**config.mk**
```make
export PLATFORM = sky130hd
export DESIGN_NAME = vic_irq_responder_flat
export DESIGN_NICKNAME = d
export VERILOG_FILES = /design/src/rtl/vic_irq_responder_pkg.sv /design/src/rtl/vic_irq_responder_if.sv /design/src/rtl/vic_irq_responder_irq_pc_stack.sv /design/src/rtl/vic_irq_responder.sv /design/src/flat_wrapper.sv
export SDC_FILE = /design/constraint.sdc
export NUM_CORES = 1
export LEC_CHECK = 0
export CORE_MARGIN = 10
export CORE_UTILIZATION = 30
export DETAILED_ROUTE_END_ITERATION = 12
export PLACE_DENSITY = 0.57
export SLEW_MARGIN = 10
export SYNTH_ARGS = -nofsm -noshare
export SYNTH_HDL_FRONTEND = slang
export SYNTH_SLANG_ARGS = --single-unit
export TNS_END_PERCENT = 5
```
**constraint.sdc**
```tcl
create_clock -name i_clk -period 1.7 [get_ports i_clk]
set_input_delay 0.255 -clock i_clk [delete_from_list [all_inputs] [get_ports i_clk]]
set_output_delay 0.255 -clock i_clk [all_outputs]
set_load 0.01 [all_outputs]
```
**src/rtl/vic_irq_responder_pkg.sv**
```systemverilog
// Shared types and defaults for the vectored interrupt responder.
// Optional nesting is enabled by defining IRQ_NEST_EN.
package vic_pkg;

  localparam int unsigned IRQ_ADDR_W          = 5;
  localparam int unsigned NUM_IRQ             = 31;
  localparam logic [31:0] DEF_VEC_BASE        = 32'h0000_0100;
  localparam int unsigned DEF_VEC_STRIDE_LOG2 = 2;

  typedef logic [IRQ_ADDR_W-1:0] irq_addr_t;

  typedef enum logic [2:0] {
    ST_IDLE,
    ST_FLUSH,
    ST_VECTOR,
    ST_SERVICE,
    ST_RETURN
  } vic_state_e;

endpackage

```
**src/rtl/vic_irq_responder_if.sv**
```systemverilog
// Handshake bundle between controller/CPU (master) and the interrupt responder (slave).
// Signal names keep the responder's original port names.
interface vic_irq_responder_if #(
  parameter int unsigned PC_W = 32
);
  import vic_pkg::*;

  logic            i_irq;
  irq_addr_t       i_irq_addr;
  logic            i_en;
  logic            i_stall;
  logic [PC_W-1:0] i_pc;
  logic            i_reti;
  logic            o_in_service;
  logic            o_flush;
  logic            o_pc_load;
  logic [PC_W-1:0] o_pc_next;
  irq_addr_t       o_cur_irq;

  modport slave (
    input  i_irq, i_irq_addr, i_en, i_stall, i_pc, i_reti,
    output o_in_service, o_flush, o_pc_load, o_pc_next, o_cur_irq
  );

  modport master (
    output i_irq, i_irq_addr, i_en, i_stall, i_pc, i_reti,
    input  o_in_service, o_flush, o_pc_load, o_pc_next, o_cur_irq
  );

endinterface

```
**src/rtl/vic_irq_responder_irq_pc_stack.sv**
```systemverilog
// LIFO of interrupted {PC, source} contexts for nested interrupts.
// Only present when IRQ_NEST_EN is defined.
`ifdef IRQ_NEST_EN
module irq_pc_stack
  import vic_pkg::*;
#(
  parameter int unsigned PC_W  = 32,
  parameter int unsigned DEPTH = 4
) (
  input  logic            i_clk,
  input  logic            i_rst,
  input  logic            i_push,
  input  logic            i_pop,
  input  logic [PC_W-1:0] i_pc,
  input  irq_addr_t       i_addr,
  output logic [PC_W-1:0] o_pc,
  output irq_addr_t       o_addr,
  output logic            o_full,
  output logic            o_empty
);

  localparam int unsigned CW = $clog2(DEPTH + 1);
  localparam int unsigned IW = (DEPTH > 1) ? $clog2(DEPTH) : 1;

  logic [PC_W-1:0] r_pc   [DEPTH];
  irq_addr_t       r_addr [DEPTH];
  logic [CW-1:0]   r_cnt;
  logic [IW-1:0]   w_top;
  logic [IW-1:0]   w_wr;

  assign w_top   = IW'(r_cnt - 1'b1);
  assign w_wr    = IW'(r_cnt);
  assign o_empty = (r_cnt == '0);
  assign o_full  = (r_cnt == CW'(DEPTH));
  assign o_pc    = o_empty ? '0 : r_pc[w_top];
  assign o_addr  = o_empty ? '0 : r_addr[w_top];

  always_ff @(posedge i_clk) begin
    if (i_rst) begin
      r_cnt <= '0;
      for (int unsigned i = 0; i < DEPTH; i++) begin
        r_pc[i]   <= '0;
        r_addr[i] <= '0;
      end
    end else if (i_push && !o_full) begin
      r_pc[w_wr]   <= i_pc;
      r_addr[w_wr] <= i_addr;
      r_cnt        <= r_cnt + 1'b1;
    end else if (i_pop && !o_empty) begin
      r_cnt <= r_cnt - 1'b1;
    end
  end

endmodule
`endif

```
**src/rtl/vic_irq_responder.sv**
```systemverilog
// CPU-side vectored interrupt responder: latch request, flush, vector, service, return.
// Define IRQ_NEST_EN to allow nested interrupts through a saved-context stack.
module vic_irq_responder
  import vic_pkg::*;
#(
  parameter int unsigned     PC_W            = 32,
  parameter logic [PC_W-1:0] VEC_BASE        = PC_W'(DEF_VEC_BASE),
  parameter int unsigned     VEC_STRIDE_LOG2 = DEF_VEC_STRIDE_LOG2,
  parameter int unsigned     NEST_DEPTH      = 4
) (
  input  logic                 i_clk,
  input  logic                 i_rst,
  vic_irq_responder_if.slave   io_vic
);

  vic_state_e      r_state;
  logic            r_pend;
  irq_addr_t       r_paddr;
  irq_addr_t       r_take;
  logic [PC_W-1:0] r_saved_pc;
  logic            r_in_service;
  logic            r_flush;
  logic            r_pc_load;
  logic [PC_W-1:0] r_pc_next;
  irq_addr_t       r_cur;

  logic            w_req;
  irq_addr_t       w_req_addr;
  logic            w_go;
  logic [PC_W-1:0] w_vec;

  // A request arriving this edge counts as pending immediately, so IDLE can take it at once.
  assign w_req      = r_pend | io_vic.i_irq;
  assign w_req_addr = r_pend ? r_paddr : io_vic.i_irq_addr;
  assign w_go       = w_req & io_vic.i_en & ~io_vic.i_stall;
  assign w_vec      = VEC_BASE + (PC_W'(r_take) << VEC_STRIDE_LOG2);

  a_nest_depth: assert property (@(posedge i_clk) NEST_DEPTH > 0);

`ifdef IRQ_NEST_EN
  logic            w_push;
  logic            w_pop;
  logic            w_full;
  logic            w_empty;
  logic [PC_W-1:0] w_top_pc;
  irq_addr_t       w_top_addr;
  logic            r_ret_nested;

  assign w_push = (r_state == ST_SERVICE) & ~io_vic.i_reti & w_go & ~w_full;
  assign w_pop  = (r_state == ST_SERVICE) & io_vic.i_reti & ~w_empty;

  irq_pc_stack #(
    .PC_W  (PC_W),
    .DEPTH (NEST_DEPTH)
  ) u_stack (
    .i_clk   (i_clk),
    .i_rst   (i_rst),
    .i_push  (w_push),
    .i_pop   (w_pop),
    .i_pc    (r_saved_pc),
    .i_addr  (r_cur),
    .o_pc    (w_top_pc),
    .o_addr  (w_top_addr),
    .o_full  (w_full),
    .o_empty (w_empty)
  );
`endif

  always_ff @(posedge i_clk) begin
    if (i_rst) begin
      r_state      <= ST_IDLE;
      r_pend       <= 1'b0;
      r_paddr      <= '0;
      r_take       <= '0;
      r_saved_pc   <= '0;
      r_in_service <= 1'b0;
      r_flush      <= 1'b0;
      r_pc_load    <= 1'b0;
      r_pc_next    <= '0;
      r_cur        <= '0;
`ifdef IRQ_NEST_EN
      r_ret_nested <= 1'b0;
`endif
    end else begin
      r_flush   <= 1'b0;
      r_pc_load <= 1'b0;
      r_pc_next <= '0;

      if (io_vic.i_irq && !r_pend) begin
        r_pend  <= 1'b1;
        r_paddr <= io_vic.i_irq_addr;
      end

      case (r_state)
        ST_IDLE: begin
          if (w_go) begin
            r_state <= ST_FLUSH;
            r_flush <= 1'b1;
            r_pend  <= 1'b0;
            r_take  <= w_req_addr;
          end
        end
        ST_FLUSH: begin
          r_state      <= ST_VECTOR;
          r_saved_pc   <= io_vic.i_pc;
          r_cur        <= r_take;
          r_pc_load    <= 1'b1;
          r_pc_next    <= w_vec;
          r_in_service <= 1'b1;
        end
        ST_VECTOR: begin
          r_state <= ST_SERVICE;
        end
        ST_SERVICE: begin
          if (io_vic.i_reti) begin
            r_state   <= ST_RETURN;
            r_pc_load <= 1'b1;
            r_pc_next <= r_saved_pc;
`ifdef IRQ_NEST_EN
            // Popping here puts the outer context back in place by the time RETURN ends.
            r_ret_nested <= w_pop;
            if (w_pop) begin
              r_saved_pc <= w_top_pc;
              r_cur      <= w_top_addr;
            end else begin
              r_in_service <= 1'b0;
            end
`else
            r_in_service <= 1'b0;
`endif
          end
`ifdef IRQ_NEST_EN
          else if (w_push) begin
            r_state <= ST_FLUSH;
            r_flush <= 1'b1;
            r_pend  <= 1'b0;
            r_take  <= w_req_addr;
          end
`endif
        end
        ST_RETURN: begin
`ifdef IRQ_NEST_EN
          r_state <= r_ret_nested ? ST_SERVICE : ST_IDLE;
`else
          r_state <= ST_IDLE;
`endif
        end
        default: r_state <= ST_IDLE;
      endcase
    end
  end

  assign io_vic.o_in_service = r_in_service;
  assign io_vic.o_flush      = r_flush;
  assign io_vic.o_pc_load    = r_pc_load;
  assign io_vic.o_pc_next    = r_pc_next;
  assign io_vic.o_cur_irq    = r_cur;

endmodule

```
**src/flat_wrapper.sv**
```systemverilog
// flat-port wrapper written by rule: the top's interface ports become plain ports
module vic_irq_responder_flat import vic_pkg::*;
#(
  parameter int unsigned     PC_W            = 32,
  parameter logic [PC_W-1:0] VEC_BASE        = PC_W'(DEF_VEC_BASE),
  parameter int unsigned     VEC_STRIDE_LOG2 = DEF_VEC_STRIDE_LOG2,
  parameter int unsigned     NEST_DEPTH      = 4
)
  (i_clk, i_rst, io_vic_i_irq, io_vic_i_irq_addr, io_vic_i_en, io_vic_i_stall, io_vic_i_pc, io_vic_i_reti, io_vic_o_in_service, io_vic_o_flush, io_vic_o_pc_load, io_vic_o_pc_next, io_vic_o_cur_irq);
  vic_irq_responder_if #(.PC_W(PC_W)) io_vic_i ();
  input  logic i_clk;
  input  logic i_rst;
  input wire logic [$bits(io_vic_i.i_irq)-1:0] io_vic_i_irq;
  input wire logic [$bits(io_vic_i.i_irq_addr)-1:0] io_vic_i_irq_addr;
  input wire logic [$bits(io_vic_i.i_en)-1:0] io_vic_i_en;
  input wire logic [$bits(io_vic_i.i_stall)-1:0] io_vic_i_stall;
  input wire logic [$bits(io_vic_i.i_pc)-1:0] io_vic_i_pc;
  input wire logic [$bits(io_vic_i.i_reti)-1:0] io_vic_i_reti;
  output wire logic [$bits(io_vic_i.o_in_service)-1:0] io_vic_o_in_service;
  output wire logic [$bits(io_vic_i.o_flush)-1:0] io_vic_o_flush;
  output wire logic [$bits(io_vic_i.o_pc_load)-1:0] io_vic_o_pc_load;
  output wire logic [$bits(io_vic_i.o_pc_next)-1:0] io_vic_o_pc_next;
  output wire logic [$bits(io_vic_i.o_cur_irq)-1:0] io_vic_o_cur_irq;
  assign io_vic_i.i_irq = io_vic_i_irq;
  assign io_vic_i.i_irq_addr = io_vic_i_irq_addr;
  assign io_vic_i.i_en = io_vic_i_en;
  assign io_vic_i.i_stall = io_vic_i_stall;
  assign io_vic_i.i_pc = io_vic_i_pc;
  assign io_vic_i.i_reti = io_vic_i_reti;
  assign io_vic_o_in_service = io_vic_i.o_in_service;
  assign io_vic_o_flush = io_vic_i.o_flush;
  assign io_vic_o_pc_load = io_vic_i.o_pc_load;
  assign io_vic_o_pc_next = io_vic_i.o_pc_next;
  assign io_vic_o_cur_irq = io_vic_i.o_cur_irq;
  vic_irq_responder #(.PC_W(PC_W), .VEC_BASE(VEC_BASE), .VEC_STRIDE_LOG2(VEC_STRIDE_LOG2), .NEST_DEPTH(NEST_DEPTH)) u_core (.i_clk(i_clk), .i_rst(i_rst), .io_vic(io_vic_i));
endmodule
```
# Word level (Yosys, flattened, before mapping)
# Cells that the tools add are included.
# word_totals
regBits	86
inputBits	43
out_inout_bits	40
word_cells	43
# op_classes
n_addsub	1
n_eq_ne	5
mux	14
bitwise	5
reduce_logical	8
# ops
operator	count
one-hot mux 32 bit (2 select lines)	1
2-to-1 mux 32 bit	1
one-hot mux 3 bit (4 select lines)	1
adder 9 x 7 -> 10 bit (first input constant)	1
== test 3 x 2 -> 1 bit (second input constant)	2
2-to-1 mux 1 bit	6
2-to-1 mux 3 bit	2
AND reduction 2 bit	3
2-to-1 mux 5 bit	1
one-hot mux 1 bit (2 select lines)	2
== test 3 x 1 -> 1 bit (second input constant)	1
zero test 3 bit	1
bitwise AND 1 bit	2
!= test 2 x 1 -> 1 bit (second input constant)	1
!= test 2 bit (second input constant)	1
inverter 1 bit	2
nonzero test 2 bit	1
OR reduction 2 bit	1
logical AND 1 bit	1
zero test 1 bit	1
bitwise OR 1 bit	1

# Longest topological paths before layout
# Gate-level depths: netlist (run 1).
# depth
ltp_word	5
mapped_depth	6
mapped_depth_nobuf	3

# Worst setup path after synthesis (run 1)
# Ideal clock, no wire load.
# synth_timing
path_kind	register to register
startpoint	register u_core.r_state[1]
endpoint	register u_core.r_saved_pc[10]
setup_ns	0.132
t_arrival_ns	1.241
required_time_ns	1.568
slack_ns	0.326
path_stages_with_launch	7
n_path_buf	3
synth_period_minus_slack_ns	1.374
cell_sequence	dfxtp_1 clkbuf_1 or3b_1 buf_2 buf_2 nand2_1 a21oi_1
# synth_between
elab_chain_len	1
# synth_rtl
item	line_no	rtl
start: declaration	vic_irq_responder.sv:16	vic_state_e r_state;
start signal: assignment	vic_irq_responder.sv:71	r_state <= ST_IDLE;
start signal: assignment	vic_irq_responder.sv:97	r_state <= ST_FLUSH;
start signal: assignment	vic_irq_responder.sv:104	r_state <= ST_VECTOR;
== test 3 x 1 -> 1 bit	vic_irq_responder.sv:94	case (r_state)
end signal: assignment	vic_irq_responder.sv:105	r_saved_pc <= io_vic.i_pc;
end: declaration	vic_irq_responder.sv:20	logic [PC_W-1:0] r_saved_pc;
# Every way passes these cells.
# A chain may end at the register's enable or synchronous reset.

# Final worst setup path (run 1)
# layout_timing
startpoint	register u_core.r_state[0]
endpoint	register u_core.r_pc_next[31] (netlist: u_core.io_vic.o_pc_next[31])
# layout_between
elab_chain_len	2
elab_cells_between_ends	3
cone_classes	eq/ne (2); mux (1)
# layout_rtl
item	line_no	rtl
== test 3 x 2 -> 1 bit or == test 3 x 1 -> 1 bit (tied branches)	vic_irq_responder.sv:94	
one-hot mux 32 bit (2 select lines) *	vic_irq_responder.sv:94	
end signal: assignment	vic_irq_responder.sv:108	r_pc_next <= w_vec;
end signal: assignment	vic_irq_responder.sv:118	r_pc_next <= r_saved_pc;
end: declaration	vic_irq_responder.sv:24	logic [PC_W-1:0] r_pc_next;
# Mark *: on every way between the ends. The rest lies on a longest branch, timed or not.

==> metrics, run 1 <==
status finished, final reports clean; Slew Limit Headroom 63.35%; crit-path max FO 27; DRT Wirelength 6943 µm; Synth Net Count 348; Final HPWL DP 4963 µm; number of iterations in the first detailed-routing pass 4; pwr/cell area 974.1 mW/mm²; Clock Skew 0.009461 ns; Pleak 1.463 nW; CP delay by family, top simple AND/OR/NAND/NOR gates; clk slew on worst S/H paths 0.09 ns; die width 117.9 µm; CTS tree done; largest net degree at the start of global routing 53; RSZ-0062 raised after global routing no; syn avg cell area 9.431 µm²; Area Overhead vs Synth 39.23%; first-pass GRT wire length 11430 µm; Tcrit/Tclk final 89.95%; WP buf/inv 0; hold_buf cts 0; vias post-DR 2211; Num CTS Buffers 9; worst hold-check path type input pin to register; initial antenna violation count 0; Setup Buffers After CTS 0; Clk Latency, worst-skew pair 0.35 ns; DR DRC count 0; layout cells sized above 1 7.436%; yosys warns 0; CP cell instances or3b_1, nor2_8, and2_1; Netlist cell types 24; critical path endpoint category register; post-CTS sizing 0; Worst VDD drop 448.7 µV; I/O Buffers 82; Placer Congestion 0.7311; Hold Vio Cnt, Final 0; n_diodes 0; Place WS 0.1407 ns; Total Die Area 0.01391 mm²; core area 0.009284 mm²; Worst Tran Pin Value 0.5497 ns; FMAX 0.6540 GHz; number of synthesized register bits 86; Max-Cap Viols 0; DR WL/cell 13.38 µm; Root Buffer clkbuf_8; Setup WS post-layout 0.1709 ns; Setup crit start kind register; FP Rows 35; min cycle time layout 1.529 ns; WS Path Type register to register; vias in the first global route 2257; Final ANT Viol Nets 0; CTS Buffer Depth 2; Vias per Instance 4.260; post-synthesis sequential area ratio 59.85%; Nets 428; Cells after Synth 305; num ports 83; Crit-path slowest cell or3b_1; GRT Util Overall 10.07%; CP max stage delay 0.54 ns; grt total ovfl 0; worst path arrival time 1.83 ns; Required @ worst endpoint 2.00 ns; final setup vio count 0; H-tree Lvls 3; drt first-iter violations 97; max-slew violations 0; Syn Std Cell Area 0.002877 mm²; sum of negative setup slack 0 ns; Starting Density 30.98%; die height 117.9 µm; clock tree sinks 86
cell families (layout without fill, tap and decap cells):
| family | Yosys count | after routing | synth area share (%) |
|---|---|---|---|
| DFF | 86 | 86 | 59.85 |
| and+or+nand+nor | 128 | 128 | 21.05 |
| AOI/OAI and AO/OA | 58 | 58 | 11.01 |
| muxes | 10 | 10 | 3.480 |
| buffers and inverters | 23 | 108 | 4.610 |
sequential cells by signal (all words and copies together) (netlist names):
name / cells
u_core.io_vic.o_cur_irq: 5
u_core.io_vic.o_flush: 1
u_core.io_vic.o_pc_load: 1
u_core.r_take: 5
u_core.r_paddr: 5
u_core.r_pend: 1
u_core.r_saved_pc: 32
u_core.io_vic.o_in_service: 1
u_core.r_state: 3
u_core.io_vic.o_pc_next: 32
Yosys cell counts, drive strengths merged:
cell type  count  area, µm²
a2111oi        1      8.760
nor3           2      10.01
and4b          1      10.01
and2b          1      7.510
nor3b          1      7.510
nor2b          3      18.77
nor2           8      46.30
and3           1      6.260
nand2         80      300.3
o21ai          1      5.000
a21oi         44      220.2
buf           12      91.33
nand2b         2      12.51
clkbuf        11      41.29
a31oi          6      37.54
and2          26      162.7
a211oi         5      37.54
or2            1      6.260
mux2i         10      100.1
o21a           1      7.510
or3b           2      17.52
dfxtp         86       1722
cell usage in the layout (no fill, tap or decap), types with 6 or more instances in the layout:
| cell | count |
|---|---|
| dfxtp_1 | 86 |
| clkdlybuf4s50_1 | 81 |
| nand2_1 | 80 |
| a21oi_1 | 44 |
| and2_1 | 26 |
| mux2i_1 | 10 |
| buf_4 | 10 |
| clkbuf_8 | 9 |
| nor2_1 | 7 |
| a31oi_1 | 6 |
layout make-up:
type	instances	area, µm²
Clock inverter	7	80.08
Fill cell	945	5279
Multi-Input combinational cell	196	1027
Sequential cell	86	1722
Timing Repair Buffer	92	890.9
Tap cell	129	161.4
Clock buffer	9	123.9
where the power goes:
part / internal (mW) / switching, mW
registers: 2.07 / 0.0319
clock network: 0.702 / 0.763
logic: 0.176 / 0.154
total: 2.95 / 0.949
metrics by stage:
step                hold WS (ns)  utilization [%]  power (mW)  instances  instance area, µm²
finish                    0.4429            43.14       3.901        519                4005
global route              0.4287            43.14       4.084        519                4005
CTS                       0.4224            43.14       3.966        519                4005
detailed placement        0.4401            40.94       2.489        503                3801
global placement          0.4348            40.94       2.484        503                3801
floorplan                 0.3654                -       2.322        305                2877
per-layer routing:
| layer | GRT usage [%] | routed length, µm | up-vias |
|---|---|---|---|
| li1 | - | - | 1152 |
| met1 | 12.12 | 3327 | 988 |
| met2 | 15.66 | 3079 | 67 |
| met3 | 4.652 | 483 | 4 |
| met4 | 2.937 | 53 | 0 |
| met5 | 0 | 0 | - |
final timing paths:
kind	startpoint	slack, ns	cells after the start	endpoint
worst max-delay path	u_core.r_state[0]	0.17	3	u_core.io_vic.o_pc_next[31]
worst min-delay path	io_vic_i_pc[13]	0.44	3	u_core.r_saved_pc[13]
worst max register to register	u_core.r_state[0]	0.17	3	u_core.io_vic.o_pc_next[31]
worst min register to register	u_core.r_saved_pc[7]	0.45	1	u_core.io_vic.o_pc_next[7]
worst register-to-register path: cells and delay by family (launching register included):
| family | cells | cell delay (ns) |
|---|---|---|
| AND/OR/NAND/NOR | 3 | 1.06 |
| flip-flops | 1 | 0.43 |
(Power assumes the default switching activity.)
==> run 2, diff against run 1 <==
--- a/config.mk
+++ b/config.mk
@@ -6,9 +6,10 @@
 export NUM_CORES = 1
 export LEC_CHECK = 0
 export CORE_MARGIN = 10
-export CORE_UTILIZATION = 30
+export CORE_UTILIZATION = 35
 export DETAILED_ROUTE_END_ITERATION = 12
-export PLACE_DENSITY = 0.57
+export HOLD_SLACK_MARGIN = 0.02
+export PLACE_DENSITY = 0.64
 export SLEW_MARGIN = 10
 export SYNTH_ARGS = -nofsm -noshare
 export SYNTH_HDL_FRONTEND = slang
==> metrics, run 2 (synthesis results as in run 1) <==
Slew Limit Headroom 64.45% (was 63.35%); n_diodes 0 (unchanged); FMAX 0.6504 GHz (was 0.6540 GHz); I/O Buffers 82 (unchanged); clock tree sinks 86 (unchanged); most frequent cells in the layout dfxtp_1 (86), clkdlybuf4s50_1 (81), nand2_1 (80) (unchanged); num ports 83 (unchanged); Starting Density 35.54% (was 30.98%); Total Die Area 0.01224 mm² (was 0.01391 mm²); DRT Wirelength 6689 µm (was 6943 µm); die height 110.7 µm (was 117.9 µm); Inst Count DP 480 (was 503); Area Overhead vs Synth 39.80% (was 39.23%); Setup crit start kind register (unchanged); DR DRC count 0 (unchanged); Pleak 1.477 nW (was 1.463 nW); register area 0.001722 mm² (unchanged); Clock Skew 0.01396 ns (was 0.009461 ns); Max-Cap Viols 0 (unchanged); sum of negative setup slack 0 ns (unchanged); Tcrit/Tclk final 90.44% (was 89.95%); number of iterations in the first detailed-routing pass 4 (unchanged); Root Buffer clkbuf_8 (unchanged); Max Used Layer met4 (unchanged); core area 0.008093 mm² (was 0.009284 mm²); Layout fillers 785 (was 945); CTS tree done (unchanged); M1 WL 3097 µm (was 3327 µm); Clk Latency, worst-skew pair 0.35 ns (about the same); die width 110.7 µm (was 117.9 µm); layout cells sized above 1 7.436% (unchanged); Num CTS Buffers 9 (unchanged); Vias per Instance 4.465 (was 4.260); Setup Buffers After CTS 0 (unchanged); post-CTS sizing 0 (unchanged); clk slew on worst S/H paths 0.09 ns (about the same); commonest non-fill, non-tap cell in the layout dfxtp_1 (unchanged); worst path arrival time 1.83 ns (about the same); pwr/cell area 994.1 mW/mm² (was 974.1 mW/mm²); DR WL/cell 13.51 µm (was 13.38 µm); Min Hold Slack 0.4294 ns (was 0.4429 ns); area occupied by multi-input gates 0.001027 mm² (unchanged); Crit-path slowest cell or3b_1 (unchanged); largest net degree at the start of global routing 53 (unchanged); met3 wire length 556 µm (was 483 µm); Placer Congestion 0.6985 (was 0.7311); hold_buf cts 0 (unchanged); CP cell instances or3b_1, nor2_8, and2_1 (unchanged); GRT Util Overall 10.88% (was 10.07%); final std cells w/o fill 495 (was 519); min cycle time layout 1.537 ns (was 1.529 ns); drt first-iter violations 97 (unchanged); RSZ-0062 raised after global routing no (unchanged); status finished, final reports clean (unchanged); Final HPWL DP 4850 µm (was 4963 µm); Worst VDD drop 563.0 µV (was 448.7 µV); Hold Vio Cnt, Final 0 (unchanged); vias post-DR 2210 (was 2211); Final ANT Viol Nets 0 (unchanged); H-tree Lvls 3 (unchanged); Required @ worst endpoint 1.99 ns (was 2.00 ns); CTS Buffer Depth 2 (unchanged); WS Path Type register to register (unchanged); Met2 Routed Length 2987 µm (was 3079 µm); Nets 429 (was 428); worst hold-check path type input pin to register (unchanged); Worst Tran Pin Value 0.5332 ns (was 0.5497 ns); first-pass GRT wire length 11050 µm (was 11430 µm); initial antenna violation count 0 (unchanged); critical path endpoint category register (unchanged); crit-path max FO 27 (unchanged); max-slew violations 0 (unchanged); vias in the first global route 2167 (was 2257); final setup vio count 0 (unchanged); FP Rows 33 (was 35); CP max stage delay 0.53 ns (was 0.54 ns); grt total ovfl 0 (unchanged)
-- run 2: changes by cell type in the layout (fill, tap and decap cells not counted) --
cell and delta:
buf_12 +2, clkinv_2 -2, inv_8 -2, buf_4 -1, bufinv_16 +1, clkinvlp_4 +1, inv_6 +1
-- run 2: per-stage QoR --
stage / util (%) / setup WS [ns] / power [mW] / cell area [µm²]
2_1_floorplan: - / 0.3263 / 2.322 / 2877
3_3_place_gp: 47.00 / 0.1794 / 2.493 / 3804
3_5_place_dp: 47.00 / 0.1686 / 2.498 / 3804
4_1_cts: 49.69 / 0.1442 / 4.056 / 4021
5_1_grt: 49.69 / 0.02075 / 4.180 / 4021
6_report: 49.69 / 0.1626 / 3.997 / 4021
-- run 2: final timing paths --
| kind | startpoint | end | slack [ns] | depth (start not counted) |
|---|---|---|---|---|
| setup / recovery | u_core.r_state[0] | u_core.io_vic.o_pc_next[16] | 0.16 | 3 |
| hold reg to reg | u_core.r_saved_pc[29] | u_core.io_vic.o_pc_next[29] | 0.45 | 1 |
| hold / removal | i_rst | u_core.io_vic.o_pc_next[4] | 0.43 | 3 |
| setup reg to reg | u_core.r_state[0] | u_core.io_vic.o_pc_next[16] | 0.16 | 3 |
-- run 2: area by class of cell --
cell class / count / share of cell area [%]
Sequential cell: 86 / 42.81
Multi-Input combinational cell: 196 / 25.54
Timing Repair Buffer: 93 / 22.96
Tap cell: 105 / 3.267
Clock buffer: 9 / 3.080
Clock inverter: 6 / 2.334
-- run 2: layer usage --
layer / up-vias / global-route usage [%]
met2: 67 / 16.90
met3: 5 / 5.574
li1: 1152 / -
met1: 986 / 12.91
met5: - / 0
met4: 0 / 2.865
-- run 2: critical path, delay by kind of cell (launching register included) --
kind | cells | cell delay (ns)
DFF | 1 | 0.43
and+or+nand+nor | 3 | 1.04
-- run 2: report_power, final --
group          internal (mW)  switching, mW
logic                  0.186          0.157
registers               2.07         0.0287
clock network          0.832          0.720
==> run 3, diff against run 2 <==
--- a/config.mk
+++ b/config.mk
@@ -7,6 +7,7 @@
 export LEC_CHECK = 0
 export CORE_MARGIN = 10
 export CORE_UTILIZATION = 35
+export CTS_CLUSTER_SIZE = 30
 export DETAILED_ROUTE_END_ITERATION = 12
 export HOLD_SLACK_MARGIN = 0.02
 export PLACE_DENSITY = 0.64
==> results of run 3 <==
No change in the layout: final DEF, timing and power equal those of run 2.
